`src/rtl/alu_rr_arbiter.sv`:
```
// Round-robin front end that shares one add/sub datapath among NUM_REQ requesters.
// Operands are registered, the adder gets a full EXEC cycle, and the result comes back tagged with the requester ID.

module add #(
  parameter int WIDTH = 64
) (
  input  logic [WIDTH-1:0] a,
  input  logic [WIDTH-1:0] b,
  input  logic             sub,
  output logic [WIDTH-1:0] sum
);

  logic [WIDTH-1:0] b_eff;

  // Subtraction is A + ~B + 1, with the +1 entering as the carry-in
  assign b_eff = sub ? ~b : b;
  assign sum   = a + b_eff + WIDTH'(sub);

endmodule

module alu_rr_arbiter #(
  parameter int NUM_REQ = 4,
  parameter int WIDTH   = 64,
  parameter int IDW     = $clog2(NUM_REQ)
) (
  input  logic                     clk,
  input  logic                     rst,
  input  logic [NUM_REQ-1:0]       req_valid,
  output logic [NUM_REQ-1:0]       req_ready,
  input  logic [NUM_REQ*WIDTH-1:0] req_a,
  input  logic [NUM_REQ*WIDTH-1:0] req_b,
  input  logic [NUM_REQ-1:0]       req_sub,
  output logic                     rsp_valid,
  input  logic                     rsp_ready,
  output logic [IDW-1:0]           rsp_id,
  output logic [WIDTH-1:0]         rsp_result,
  output logic                     rsp_ovf,
  output logic [31:0]              op_count
);

  typedef enum logic [1:0] {IDLE, EXEC, RESP} state_t;

  state_t           state, state_next;
  logic [IDW-1:0]   last_grant;
  logic [IDW-1:0]   grant_idx;
  logic             grant_any;
  logic [NUM_REQ-1:0] grant_oh;
  logic [WIDTH-1:0] a_q, b_q, sum, b_eff_q;
  logic             sub_q;
  logic [IDW-1:0]   id_q;
  logic             ovf;
  int               idx;

  // Search starts one past the last winner and wraps, so the first hit is the fairest choice
  always_comb begin
    grant_any = 1'b0;
    grant_idx = '0;
    grant_oh  = '0;
    idx       = 0;
    for (int i = 1; i <= NUM_REQ; i++) begin
      idx = int'(last_grant) + i;
      if (idx >= NUM_REQ) idx = idx - NUM_REQ;
      if (!grant_any && req_valid[idx]) begin
        grant_any = 1'b1;
        grant_idx = IDW'(idx);
      end
    end
    if (grant_any) grant_oh[grant_idx] = 1'b1;
  end

  assign req_ready = (state == IDLE && !rst) ? grant_oh : '0;
  assign rsp_valid = (state == RESP);

  always_ff @(posedge clk or posedge rst) begin
    if (rst) state <= IDLE;
    else     state <= state_next;
  end

  always_comb begin
    state_next = state;
    case (state)
      IDLE:    if (grant_any) state_next = EXEC;
      EXEC:    state_next = RESP;
      RESP:    if (rsp_ready) state_next = IDLE;
      default: state_next = IDLE;
    endcase
  end

  add #(.WIDTH(WIDTH)) u_add (
    .a   (a_q),
    .b   (b_q),
    .sub (sub_q),
    .sum (sum)
  );

  assign b_eff_q = sub_q ? ~b_q : b_q;
  assign ovf     = (a_q[WIDTH-1] == b_eff_q[WIDTH-1]) && (sum[WIDTH-1] != a_q[WIDTH-1]);

  // Only the latched operands feed the adder; its output is captured at the end of EXEC
  always_ff @(posedge clk or posedge rst) begin
    if (rst) begin
      a_q        <= '0;
      b_q        <= '0;
      sub_q      <= 1'b0;
      id_q       <= '0;
      last_grant <= IDW'(NUM_REQ - 1);
      rsp_result <= '0;
      rsp_id     <= '0;
      rsp_ovf    <= 1'b0;
      op_count   <= '0;
    end else begin
      case (state)
        IDLE: if (grant_any) begin
          a_q        <= req_a[grant_idx*WIDTH +: WIDTH];
          b_q        <= req_b[grant_idx*WIDTH +: WIDTH];
          sub_q      <= req_sub[grant_idx];
          id_q       <= grant_idx;
          last_grant <= grant_idx;
        end
        EXEC: begin
          rsp_result <= sum;
          rsp_id     <= id_q;
          rsp_ovf    <= ovf;
        end
        RESP: if (rsp_ready) op_count <= op_count + 32'd1;
        default: ;
      endcase
    end
  end

endmodule

```
`config.mk`:
```
export PLATFORM = sky130hd
export DESIGN_NAME = alu_rr_arbiter
export DESIGN_NICKNAME = d
export VERILOG_FILES = /design/src/rtl/alu_rr_arbiter.sv
export SDC_FILE = /design/constraint.sdc
export NUM_CORES = 1
export LEC_CHECK = 0
export CORE_AREA = 2 2 245 247
export DETAILED_ROUTE_END_ITERATION = 12
export DIE_AREA = 0 0 247 249
export GPL_ROUTABILITY_DRIVEN = 0
export PLACE_DENSITY = 0.62
export SLEW_MARGIN = 30
export SYNTH_ARGS = -nofsm -noshare
export SYNTH_HDL_FRONTEND = slang
export SYNTH_SLANG_ARGS = --single-unit
```
`constraint.sdc`:
```
create_clock -name clk -period 7.65 [get_ports clk]
set_input_delay 1.53 -clock clk [delete_from_list [all_inputs] [get_ports clk]]
set_output_delay 1.53 -clock clk [all_outputs]
set_load 0.01 [all_outputs]
```
==> results of run 1 <==
[synthesized netlist by cell type, drive strengths merged, types with 14 or more instances]
cell type / number
nand2: 920
o21ai: 341
dfrtp: 232
clkbuf: 154
nand3: 152
xor2: 94
a21oi: 92
ha: 63
nor2: 55
xnor2: 52
a21o: 38
nand4: 31
inv: 27
nor3: 17
o21a: 16
buf: 14
o21bai: 14
[power groups by stage]
stage               combinational, uW  clock, uW  sequential (uW)
global route                     9630       1530             2430
finish                           8640       1440             2350
floorplan                        5790          0             2200
detailed placement               8560          0             2370
CTS                              8590       1480             2360
global placement                 8540          0             2360
[metrics by stage]
| step | cell area (um^2) | setup slack [ns] | total power, uW |
|---|---|---|---|
| after floorplan | 17100 | 3.01 | 8000 |
| after global placement | 24000 | 2.40 | 10900 |
| after detailed placement | 24000 | 2.36 | 10900 |
| after CTS | 25000 | 2.36 | 12400 |
| after global routing | 25000 | 2.27 | 13600 |
| final | 25000 | 2.38 | 12400 |
[worst max-delay path: cells and delay by family]
kind | cells | cell delay, ns
and+or+nand+nor | 2 | 0.42
AOI/OAI and AO/OA | 1 | 0.55
buffers and inverters | 2 | 1.22
[sequential cells by signal, summed over array words and instances, names as in the netlist]
register,cells
rsp_id,2
sub_q,1
a_q,64
rsp_result,64
rsp_ovf,1
id_q,2
last_grant,2
op_count,32
state,2
b_q,64
[cell families (layout without fill, tap and decap cells)]
logic type / count (synthesis) / after routing / share of synthesized area
and+or+nand+nor: 1227 / 1227 / 0.295
buffers and inverters: 195 / 728 / 0.0430
muxes: 5 / 5 / 0.00300
other: 0 / 2 / 0
DFF: 234 / 234 / 0.342
adders and majority gates: 64 / 64 / 0.0472
AOI/OAI and AO/OA: 581 / 581 / 0.195
xor gates and xnor gates: 146 / 146 / 0.0747
[layout make-up]
| cell class | instances | area [um^2] | area share |
|---|---|---|---|
| diodes | 2 | 5.00 | 0.000200 |
| clock buffers | 37 | 806 | 0.0322 |
| clock inverters | 17 | 191 | 0.00765 |
| inverters | 27 | 105 | 0.00420 |
| multi-input cells | 2023 | 10600 | 0.423 |
| flip-flops and latches | 234 | 5860 | 0.234 |
| well taps | 773 | 967 | 0.0387 |
| repair buffers | 647 | 6500 | 0.260 |
[worst paths after layout]
path | from | cells past startpoint | end
setup / recovery | req_valid[2] | 5 | req_ready[1]
setup reg to reg | sub_q$_DFFE_PP0P_ | 12 | rsp_result[63]$_DFFE_PP0N_
hold / removal | op_count[31]$_DFFE_PP0P_ | 1 | op_count[31]$_DFFE_PP0P_
hold reg to reg | op_count[31]$_DFFE_PP0P_ | 1 | op_count[31]$_DFFE_PP0P_
min in group asynchronous | rst | 2 | a_q[3]$_DFFE_PP0P_
max in group asynchronous | rst | 4 | op_count[5]$_DFFE_PP0P_
[layer usage]
layer | wire (um) | global-route usage
met2 | 31800 | 0.355
met4 | 1640 | 0.0534
met1 | 31400 | 0.304
met3 | 4580 | 0.0414
met5 | 42 | 0
==> results, run 1 <==
- The port buffer count is approximately 630.
- The cell at the slowest stage of the critical path is sky130_fd_sc_hd__clkdlybuf4s50_1.
- In this run the core area contains 89 standard-cell rows.
- The DRC marker count from the first detailed-route iteration is 1328.
- The clock root buffer master is sky130_fd_sc_hd__clkbuf_16.
- The synthesized netlist net count is roughly 3k.
- Of all flip-flops after synthesis, the portion carrying an async set or reset was 1.00.
- The post-synthesis register bit count is between 200 and 250.
- TritonCTS built the clock tree.
- After clock tree synthesis, the clock-pin slew on the worst setup and hold paths is around 0.06 ns.
- The wire length of the first global-routing pass is 105000 um.
- The logic gate share of total power is 0.695.
- Counting the buffers created by CTS gives 29.
- The leading cell type in the layout, fill and taps excluded is sky130_fd_sc_hd__nand2_1.
- The detail route stage leaves a number of antenna-violating nets equal to 0.
- For flop-to-flop paths, the worst setup slack is approximately 2.8 ns.
- The number of global-route vias before repair came to 17.8k.
- The transition at the pin with the smallest max-transition slack is 0.937 ns.
- In the global route stage, overall resource usage came out at 0.221.
- The sum of negative setup slack is 0 ns.
- The worst pin sits at a relative slew slack of 0.375.
- The starting utilization of the core area is 0.292.
- In this run the static leakage power is about 0.011 uW.
- The growth of design area from synthesis to finish is 46.1%.
- Setup repair after global routing left no endpoint under its margin.
- Of the total power, registers draw 0.189.
- The internal power contribution is 5970 uW.
- Along the worst path, the maximum fanout reaches 46.
- Of the cells placed in the final design, the portion with a size suffix greater than 1 is 0.0318.
- The detail-routed via count per cell is between 4 and 5.
- The top cell types in the final layout, fill and taps aside, are sky130_fd_sc_hd__nand2_1 (920), sky130_fd_sc_hd__clkdlybuf4s50_1 (626), sky130_fd_sc_hd__o21ai_0 (337).
- The post-detailed-placement half-perimeter wirelength is around 55000 um.
- Excluding fillers, the count of instances in the completed layout stands at 3760.
- Clock latency on the worst-skew pair, taken at its later pin, is between 0.5 and 0.6 ns.
- The share of Yosys cell area claimed by the top area cell type is 0.339.
- The most frequent cell on the critical path is sky130_fd_sc_hd__clkdlybuf4s50_1.
- The filler cells instantiated in the layout total ~6.1k.
- The maximum vdd ir drop is ~0.22 mV.
- The total instance count after detailed placement is 3702.
- The data required time of the worst path is roughly 6.1 ns.
- The synthesized netlist contains between 60 and 70 unique library cells.
- Walking the worst path, the cells encountered are clkdlybuf4s50_1 > nor2_1 > a211o_4 > nor4_1 > clkdlybuf4s50_1.
- The total power per unit cell area is between 400 and 500 nW/um^2.
- The tool flagged a number of max-cap violations equal to 0.
- The critical setup path kind is in -> out.
- The number of enable-type register cells in the synthesized netlist is 0.
- The total of cells resized after clock tree synthesis is 0.
- The routed design could run at a clock period as short as 5.27 ns.
- The mean routed wirelength per cell is ~18 um.
- Of the total power, the clock network draws 0.116.
- The worst clock skew is ~0.03 ns.
- The count of final max-slew check failures is 0.
- The floorplan core area is roughly 60000 um^2.
- The final core area utilization is 0.426.
- In this design, the stage delay of the slowest critical-path cell is between 0.6 and 0.7 ns.
- The type of the most critical hold path is reg -> reg.
- The residual overflow from global routing is 0.
- The tightest hold margin is 0.473 ns.
- The number of DRC violations after detailed routing is 0.
- For this run, the post-layout net count is 3549.
- The clock sink total is around 230.
- The worst setup path is captured at an output port.
- STA puts the critical path data arrival time at between 3 and 4 ns.
- The initial antenna violation count is 8.
- The setup violation total in the final timing report is 0.
- The final hold violation count is 0.
- The number of setup buffers added after CTS is 0.
- The routed design has 69500 um of wire.
- Sorting the synthesized cells by area gives the leading types as sky130_fd_sc_hd__dfrtp_1 (34%), sky130_fd_sc_hd__nand2_1 (20%), sky130_fd_sc_hd__o21ai_0 (9.9%).
- The count of vias placed by the detailed router is 18.2k.
- The sequential area share after synthesis is 0.342.
- The cell count after synthesis is roughly 2.5k.
- The net switching power figure is roughly 6500 uW.
- The die covers approximately 60000 um^2.
- Of the total power, the share spent switching nets is 0.519.
- The commonest register cell after synthesis is sky130_fd_sc_hd__dfrtp_1.
- The run finished with clean final reports.
- The die span in x is about 250 um.
- The kind of start point of the critical path is a primary input.
- Averaged over all synthesized cells, the footprint is 6.98 um^2.
- The number of detailed-route iterations in the first pass is 5.
- Pin placement for this block handled between 600 and 700 I/O pins.
- The largest total area in the synthesized netlist belongs to sky130_fd_sc_hd__dfrtp_1.
- For this run, the top clock speed supported by timing is roughly 190 MHz.
- For this design, the CTS-stage hold fixing added 0 buffers.
- The longest clock path from root to sink contains 3 buffers.
- Entering global routing, the biggest net connects roughly 180 pins.
- The final cycle utilization of the critical path is 0.689.
- Measured along the y axis, the die boundary spans approximately 250 um.
- The H-tree depth is 1.
- Summing every instance area after synthesis gives ~17000 um^2.
- The total number of yosys warnings is 0.
(Power assumes the default switching activity.)
==> run 2, diff against run 1 <==
--- a/config.mk
+++ b/config.mk
@@ -5,9 +5,9 @@
 export SDC_FILE = /design/constraint.sdc
 export NUM_CORES = 1
 export LEC_CHECK = 0
-export CORE_AREA = 2 2 245 247
+export CORE_AREA = 2 2 241 243
 export DETAILED_ROUTE_END_ITERATION = 12
-export DIE_AREA = 0 0 247 249
+export DIE_AREA = 0 0 243 245
 export GPL_ROUTABILITY_DRIVEN = 0
 export PLACE_DENSITY = 0.62
 export SLEW_MARGIN = 30
==> constraint.sdc (replaced) <==
create_clock -name clk -period 5.3 [get_ports clk]
set_input_delay 1.06 -clock clk [delete_from_list [all_inputs] [get_ports clk]]
set_output_delay 1.06 -clock clk [all_outputs]
set_load 0.01 [all_outputs]
==> run 2 against run 1 <==
Net effect: worst hold slack better by 0.0010 ns; critical path depth up 7; first-iteration DRC count down 8.1%; design area down 0.41%; combinational power up 44%; die area down 3.2%; worst setup slack worse by 1.5 ns; critical path type is now reg -> reg.
==> results, run 2 (synthesis gave the netlist of run 1 again) <==
- The count of vias placed by the detailed router is 18.8k.
- The multi-input combinational cells in the finished layout cover a total of approximately 11000 um^2.
- For the pin with the worst max-slew slack, the measured transition is between 0.9 and 1 ns.
- The total area inside the core boundary comes to 57000 um^2.
- The critical setup path kind is reg -> reg.
- The worst clock skew is ~0.014 ns.
- After floorplanning, the core was divided into between 80 and 90 placement rows.
- TritonCTS built the clock tree.
- After the last flow step, the layout net total stands at between 3k and 4k.
- Setup violations remaining at the end of the flow were counted as 0.
- Summed over all layers, the global routing overflow is 0.
- The flow ran to the end, and the final reports show no timing, DRC or antenna violations.
- The library cells used most frequently in the layout, excluding fill and tap cells, are sky130_fd_sc_hd__nand2_1 (920), sky130_fd_sc_hd__clkdlybuf4s50_1 (626), sky130_fd_sc_hd__o21ai_0 (337).
- Of the cells placed in the final design, the portion with a size suffix greater than 1 is 0.0296.
- The H-tree depth is 1.
- The starting utilization of the core area is 0.300.
- Pin placement for this block handled around 630 I/O pins.
- Once layout is complete, the utilization of the core stands at 0.437.
- In this run, the number of DRC markers left after iteration 0 of detailed routing was roughly 1.2k.
- The endpoint of the most critical register-to-register path is rsp_result[54]$_DFFE_PP0N_.
- The hold buffer count at CTS is 0.
- The worst register-to-register path has a setup slack of 0.84 ns.
- The tree built by TritonCTS fans out to about 230 sinks.
- In this design, the critical path's most frequently occurring cell is sky130_fd_sc_hd__nor3_1.
- The dominant delay contributor by cell family on the critical path is simple AND/OR/NAND/NOR gates.
- The count of final max-slew check failures is 0.
- The start of the worst register-to-register path is sub_q$_DFFE_PP0P_.
- The sum of negative setup slack is 0 ns.
- The wire length of the first global-routing pass is between 100000 and 150000 um.
- For this run, the total global-route usage over all layers was measured as 0.219.
- STA classifies the critical path endpoint as a flip-flop.
- The final hold violation count came to 0.
- The largest registers in the layout are a_q (64), b_q (64), rsp_result (64).
- The post-detailed-placement half-perimeter wirelength is approximately 55000 um.
- The initial antenna violation count is 6.
- The maximum vdd ir drop is 0.622 mV.
- Setup repair after global routing left no endpoint under its margin.
- The maximum number of pins on one net before global-route repair is about 180.
- The critical path goes through buf_4 > xor2_1 > ha_1 > nand2_1 > nor4_1 > nand4_1 > a211oi_1 > nor3_1 > o32ai_2 > nor3_1 > o311ai_1 > nand3_1.
- The worst pin sits at a relative slew slack of 0.325.
- The worst hold path belongs to the class reg -> reg.
- The floorplan step set the die height to around 250 um.
- STA classifies the critical path startpoint as a flip-flop.
- The filler cells instantiated in the layout total around 5.8k.
- The number of cells traversed by the worst register-to-register path is 12.
- The TritonCTS buffer count is 28.
- The detail-routed via count per cell is between 5 and 6.
- The port buffer count is approximately 630.
- The capture endpoint of the worst hold path is op_count[31]$_DFFE_PP0P_.
- The analysis attributes to cell leakage a power of 0.0111 uW.
- Summed over all layers, the routed wires come to 68300 um.
- The number of buffer and inverter instances along the worst setup path is 1.
- The die span in x is 243 um.
- Clock latency on the worst-skew pair, taken at its later pin, is roughly 0.55 ns.
- The post-layout minimum cycle time is roughly 4.5 ns.
- The worst-path maximum fanout is 24.
- The number of global-route vias before repair is ~18k.
- At the worst endpoint, the required time is ~5.7 ns.
- Once detail routing completed, the nets flagged for antenna violations numbered 0.
- The clock transition at the register clock pins on the worst setup and hold paths after CTS is roughly 0.060 ns.
- The cell sitting at the root of the clock tree is a sky130_fd_sc_hd__clkbuf_16.
- The number of detailed-route iterations in the first pass is 5.
- After detailed routing, the number of remaining DRC violations is 0.
- STA puts the critical path data arrival time at 4.87 ns.
- The total power per unit cell area is approximately 700 nW/um^2.
- In this design, the stage delay of the slowest critical-path cell is ~0.66 ns.
- The growth of design area from synthesis to finish is 45.5%.
- Static timing analysis puts the maximum clock frequency at between 200 and 250 MHz.
- Post-CTS timing repair inserted 0 buffers for setup.
- In the final layout, flip-flops and latches occupy 5860 um^2.
- The final cycle utilization of the critical path is 0.841.
- Counting instances, the worst hold path has a depth of 1.
- Max-cap violations in this run came to 0.
- The die area is approximately 60000 um^2.
- Among all stages on the critical path, the largest delay is contributed by sky130_fd_sc_hd__dfrtp_4.
- The library cell used most frequently in the layout, excluding fill and tap cells, is sky130_fd_sc_hd__nand2_1.
- The clock tree buffer depth is 3.
- The mean routed wirelength per cell is approximately 18 um.
- After clock tree synthesis, the repair step resized 0 gates.
- The start point of the worst hold path is op_count[31]$_DFFE_PP0P_.
-- run 2: per-stage QoR --
| step | setup WS [ns] | hold WS, ns | cell area (um^2) | cells | total power, uW |
|---|---|---|---|---|---|
| detailed placement | 0.932 | 0.463 | 23900 | 3693 | 15700 |
| CTS | 0.887 | 0.476 | 24900 | 3743 | 17800 |
| floorplan | 1.18 | 0.439 | 17100 | 2452 | 11500 |
| finish | 0.843 | 0.474 | 24900 | 3748 | 17800 |
| global placement | 0.983 | 0.456 | 23900 | 3693 | 15500 |
| global route | 0.621 | 0.500 | 24900 | 3746 | 19300 |
-- run 2: worst max-delay path by stage --
stage / endpoint / from / depth (start not counted)
2_1_floorplan: a_q[0]$_DFFE_PP0P_ / rst / 1
3_3_place_gp: rsp_result[54]$_DFFE_PP0N_ / sub_q$_DFFE_PP0P_ / 12
3_5_place_dp: rsp_result[59]$_DFFE_PP0N_ / sub_q$_DFFE_PP0P_ / 12
4_1_cts: rsp_result[59]$_DFFE_PP0N_ / sub_q$_DFFE_PP0P_ / 12
5_1_grt: rsp_result[59]$_DFFE_PP0N_ / sub_q$_DFFE_PP0P_ / 12
6_report: rsp_result[54]$_DFFE_PP0N_ / sub_q$_DFFE_PP0P_ / 12
-- run 2: power by group --
| part | switching [uW] | total, uW | internal (uW) |
|---|---|---|---|
| Sequential | 713 | 3360 | 2640 |
| Clock | 790 | 2000 | 1210 |
| Combinational | 7740 | 12400 | 4700 |
-- run 2: layout make-up --
type,count,share of cell area
Multi-Input combinational cell,2023,0.425
Timing Repair Buffer,644,0.259
Sequential cell,234,0.235
Tap cell,765,0.0384
Clock buffer,37,0.0323
Clock inverter,13,0.00618
Inverter,27,0.00422
Antenna cell,5,0.000502
-- run 2: worst register-to-register path, stage by stage (launching register included) --
cell                       delay (ns)
sky130_fd_sc_hd__dfrtp_4         0.66
sky130_fd_sc_hd__buf_4           0.42
sky130_fd_sc_hd__xor2_1          0.14
sky130_fd_sc_hd__ha_1            0.44
sky130_fd_sc_hd__nand2_1         0.19
sky130_fd_sc_hd__nor4_1          0.52
sky130_fd_sc_hd__nand4_1         0.19
sky130_fd_sc_hd__a211oi_1        0.44
sky130_fd_sc_hd__nor3_1          0.20
sky130_fd_sc_hd__o32ai_2         0.53
sky130_fd_sc_hd__nor3_1          0.14
sky130_fd_sc_hd__o311ai_1        0.32
sky130_fd_sc_hd__nand3_1         0.11
-- run 2: per-layer routing --
layer,track usage,wire length (um)
met1,0.295,30500
met2,0.373,32100
met3,0.0328,4170
met4,0.0480,1500
met5,0,13
==> run 3, diff against run 2 <==
--- a/config.mk
+++ b/config.mk
@@ -5,9 +5,9 @@
 export SDC_FILE = /design/constraint.sdc
 export NUM_CORES = 1
 export LEC_CHECK = 0
-export CORE_AREA = 2 2 241 243
+export CORE_AREA = 2 2 245 247
 export DETAILED_ROUTE_END_ITERATION = 12
-export DIE_AREA = 0 0 243 245
+export DIE_AREA = 0 0 247 249
 export GPL_ROUTABILITY_DRIVEN = 0
 export PLACE_DENSITY = 0.62
 export SLEW_MARGIN = 30
==> constraint.sdc (replaced) <==
create_clock -name clk -period 3.9 [get_ports clk]
set_input_delay 0.78 -clock clk [delete_from_list [all_inputs] [get_ports clk]]
set_output_delay 0.78 -clock clk [all_outputs]
set_load 0.01 [all_outputs]
==> run 3 against run 2 <==
Net effect: combinational power increased by 42%; flip-flop and latch count did not move; final cell count rose by 0.99%; first-iteration DRC count fell by 2.2%; largest power group unchanged; via count down 1.6%; global-route usage is 0.063 points higher; worst setup slack worse by 0.73 ns; worst hold slack worse by 0.00062 ns; utilization shrank 0.35 points; critical endpoint is now req_ready[0]; wire length is 1.8% higher.
==> results, run 3 (synthesis gave the netlist of run 1 again) <==
- Entering global routing, the biggest net connects around 150 pins.
- STA puts the critical path data arrival time at approximately 3.0 ns.
- For this run, the detailed router's first-pass iteration total came to 6.
- The worst setup path startpoint is req_valid[1].
- The floorplan die height is 249 um.
- The worst setup path is of the in -> out kind.
- Detailed routing placed a total of 5060 um of wire on met3.
- For the pin with the worst max-slew slack, the measured transition is around 0.78 ns.
- After detailed routing, the number of vias per cell comes to roughly 5.
- The first global-routing pass estimated roughly 100000 um of wire.
- The run finished with clean final reports.
- The overall power after layout is around 25000 uW.
- The count of final max-slew check failures came to 0.
- The capture endpoint of the worst hold path is rsp_result[28]$_DFFE_PP0N_.
- The floorplan step defined a core boundary enclosing ~59000 um^2.
- The number of top-level pins is roughly 630.
- The combined area of the multi-input logic cells is ~11000 um^2.
- CTS placed an instance of sky130_fd_sc_hd__clkbuf_16 at the clock tree root.
- The hold buffer count at CTS is 0.
- The clock passes through at most 3 buffers.
- The share of final-layout standard cells stronger than drive strength 1 is 0.0419.
- The number of DRC violations after detailed routing is 0.
- Broken down by cell family, the worst path's largest delay share belongs to buffers and inverters.
- The worst register-to-register path begins at sub_q$_DFFE_PP0P_.
- The floorplan has around 90 rows.
- The worst setup margin is about 0.11 ns.
- The library cells used most frequently in the layout, excluding fill and tap cells, are sky130_fd_sc_hd__nand2_1 (920), sky130_fd_sc_hd__clkdlybuf4s50_1 (626), sky130_fd_sc_hd__o21ai_0 (336).
- The net count of the finished layout is between 3k and 4k.
- For this configuration, the core starts out at a cell density of 0.292.
- The DRC marker count from the first detailed-route iteration is about 1.2k.
- The post-layout minimum cycle time is 3.79 ns.
- The slowest stage of the critical path belongs to the cell sky130_fd_sc_hd__clkdlybuf4s50_1.
- For this design the ratio of total power to cell area is between 900 and 1000 nW/um^2.
- After routing the design area is approximately 25000 um^2.
- The worst hold path belongs to the class reg -> reg.
- Walking the worst path, the cells encountered are clkdlybuf4s50_1 > nor2b_1 > a21oi_1 > o221ai_4 > nor4_1 > clkdlybuf4s50_1.
- The post-route antenna net violation count is 0.
- The kind of end point of the critical path is an output port.
- The count of vias placed by the detailed router is 18.5k.
- OpenSTA, run right after detailed placement, puts the worst setup slack at -0.218 ns.
- The worst hold path was traced through 2 stages.
- The post-detailed-placement half-perimeter wirelength is ~55000 um.
- The top layer used by detailed routing is met5.
- TritonCTS built the clock tree.
- The number of cells traversed by the worst register-to-register path is 14.
- The endpoint of the most critical register-to-register path is rsp_result[61]$_DFFE_PP0N_.
- The final hold violation count is 0.
- Timing would allow up to 264 MHz.
- The sum of negative setup slack is 0 ns.
- The worst setup path is launched from a primary input.
- On the worst path, the slowest cell contributes a delay of 0.63 ns.
- For this run, the total global-route usage over all layers was measured as 0.220.
- The number of global-route vias before repair came to around 18k.
- Along the worst path, the maximum fanout reaches 4.
- The max-cap check violation count is 0.
- The flip-flop and latch area is about 5900 um^2.
- Between clock sinks in the finished design, the worst skew comes to ~0.036 ns.
- After clock tree synthesis, the clock-pin slew on the worst setup and hold paths is 0.06 ns.
- The mean routed wirelength per cell is around 18 um.
- The initial antenna violation count is 6.
- The growth of design area from synthesis to finish is 48.5%.
- The final cycle utilization of the critical path is 0.971.
- The static leakage power is roughly 0.011 uW.
- The maximum vdd ir drop is ~0.46 mV.
- The final-layout fill cell count is between 6k and 7k.
- The routed metal-1 wirelength is 31100 um.
- The worst slew slack as a fraction of its limit is 0.477.
- The number of buffers and inverters on the critical path is 2.
- The most frequent cell on the critical path is sky130_fd_sc_hd__clkdlybuf4s50_1.
- The library cell used most frequently in the layout, excluding fill and tap cells, is sky130_fd_sc_hd__nand2_1.
- The placed instances occupy a cell area of 24300 um^2.
- The residual overflow from global routing is 0.
- The data required time of the worst path is around 3.1 ns.
- The start point of the worst hold path is rsp_result[28]$_DFFE_PP0N_.
- The clock sink total is 234.
- The clock reaches the later pin of the worst-skew pair after between 0.5 and 0.6 ns.
- The floorplan step defined a die boundary enclosing between 60000 and 70000 um^2.
- The reg-to-reg setup timing slack is 0.22 ns.
- Counting the buffers created by CTS gives 29.
- The total routed wirelength is 69600 um.
- In this run the number of H-tree levels came out at 1.
- The port buffer count is around 630.
- The met2 wirelength from detailed routing is ~31000 um.
- Setup violations remaining at the end of the flow were counted as 0.
- The largest registers in the layout are a_q (64), b_q (64), rsp_result (64).
- From left edge to right edge, the die measures ~250 um.
run 3: cell types whose count changed in the layout (fill, tap and decap cells not counted), moves of 3 or more:
cell                        delta
sky130_fd_sc_hd__buf_12       +13
sky130_fd_sc_hd__buf_4        +12
sky130_fd_sc_hd__a2111oi_4     +3
sky130_fd_sc_hd__clkbuf_8      +3
run 3: tightest hold or removal path, stage by stage (launching register included):
cell	delay [ns]
sky130_fd_sc_hd__dfrtp_1	0.34
sky130_fd_sc_hd__nand2_1	0.05
sky130_fd_sc_hd__o21ai_0	0.06
run 3: what timing repair did:
action | in CTS | in global routing
gates resized for setup | 3 | 10
setup buffers | 0 | 1
pin swaps | 0 | 0
setup endpoints to repair | 8 | 15
run 3: stage by stage:
stage,utilization,std cells,hold WS [ns]
2_1_floorplan,-,2452,0.439
3_3_place_gp,0.414,3724,0.459
3_5_place_dp,0.414,3724,0.469
4_1_cts,0.432,3778,0.480
5_1_grt,0.433,3783,0.492
6_report,0.433,3785,0.474
run 3: routing by layer:
layer | up-vias | GRT usage
li1 | 9349 | -
met1 | 8389 | 0.298
met2 | 626 | 0.346
met3 | 116 | 0.0506
met4 | 4 | 0.0673
met5 | - | 0
run 3: cell type report:
class / instances / share of cell area
Clock inverter: 15 / 0.00767
Tap cell: 773 / 0.0380
Timing Repair Buffer: 668 / 0.267
Multi-Input combinational cell: 2023 / 0.419
Antenna cell: 6 / 0.000590
Sequential cell: 234 / 0.230
Clock buffer: 39 / 0.0332
Inverter: 27 / 0.00413
run 3: where the power goes:
part | switching [uW] | leakage, uW | internal, uW
sequential | 978 | 0.00290 | 3590
combinational | 10800 | 0.00797 | 6800
clock | 1130 | 0.000511 | 1780
total | 12900 | 0.0114 | 12200
run 3: worst max path at each step:
stage | endpoint | slack, ns | depth (start not counted)
2_1_floorplan | a_q[0]$_DFFE_PP0P_ | 0.06 | 1
3_3_place_gp | rsp_result[59]$_DFFE_PP0N_ | -0.11 | 12
3_5_place_dp | rsp_result[59]$_DFFE_PP0N_ | -0.22 | 12
4_1_cts | rsp_ovf$_DFFE_PP0N_ | 0.02 | 12
5_1_grt | rsp_result[59]$_DFFE_PP0N_ | -0.009 | 12
6_report | req_ready[0] | 0.11 | 6
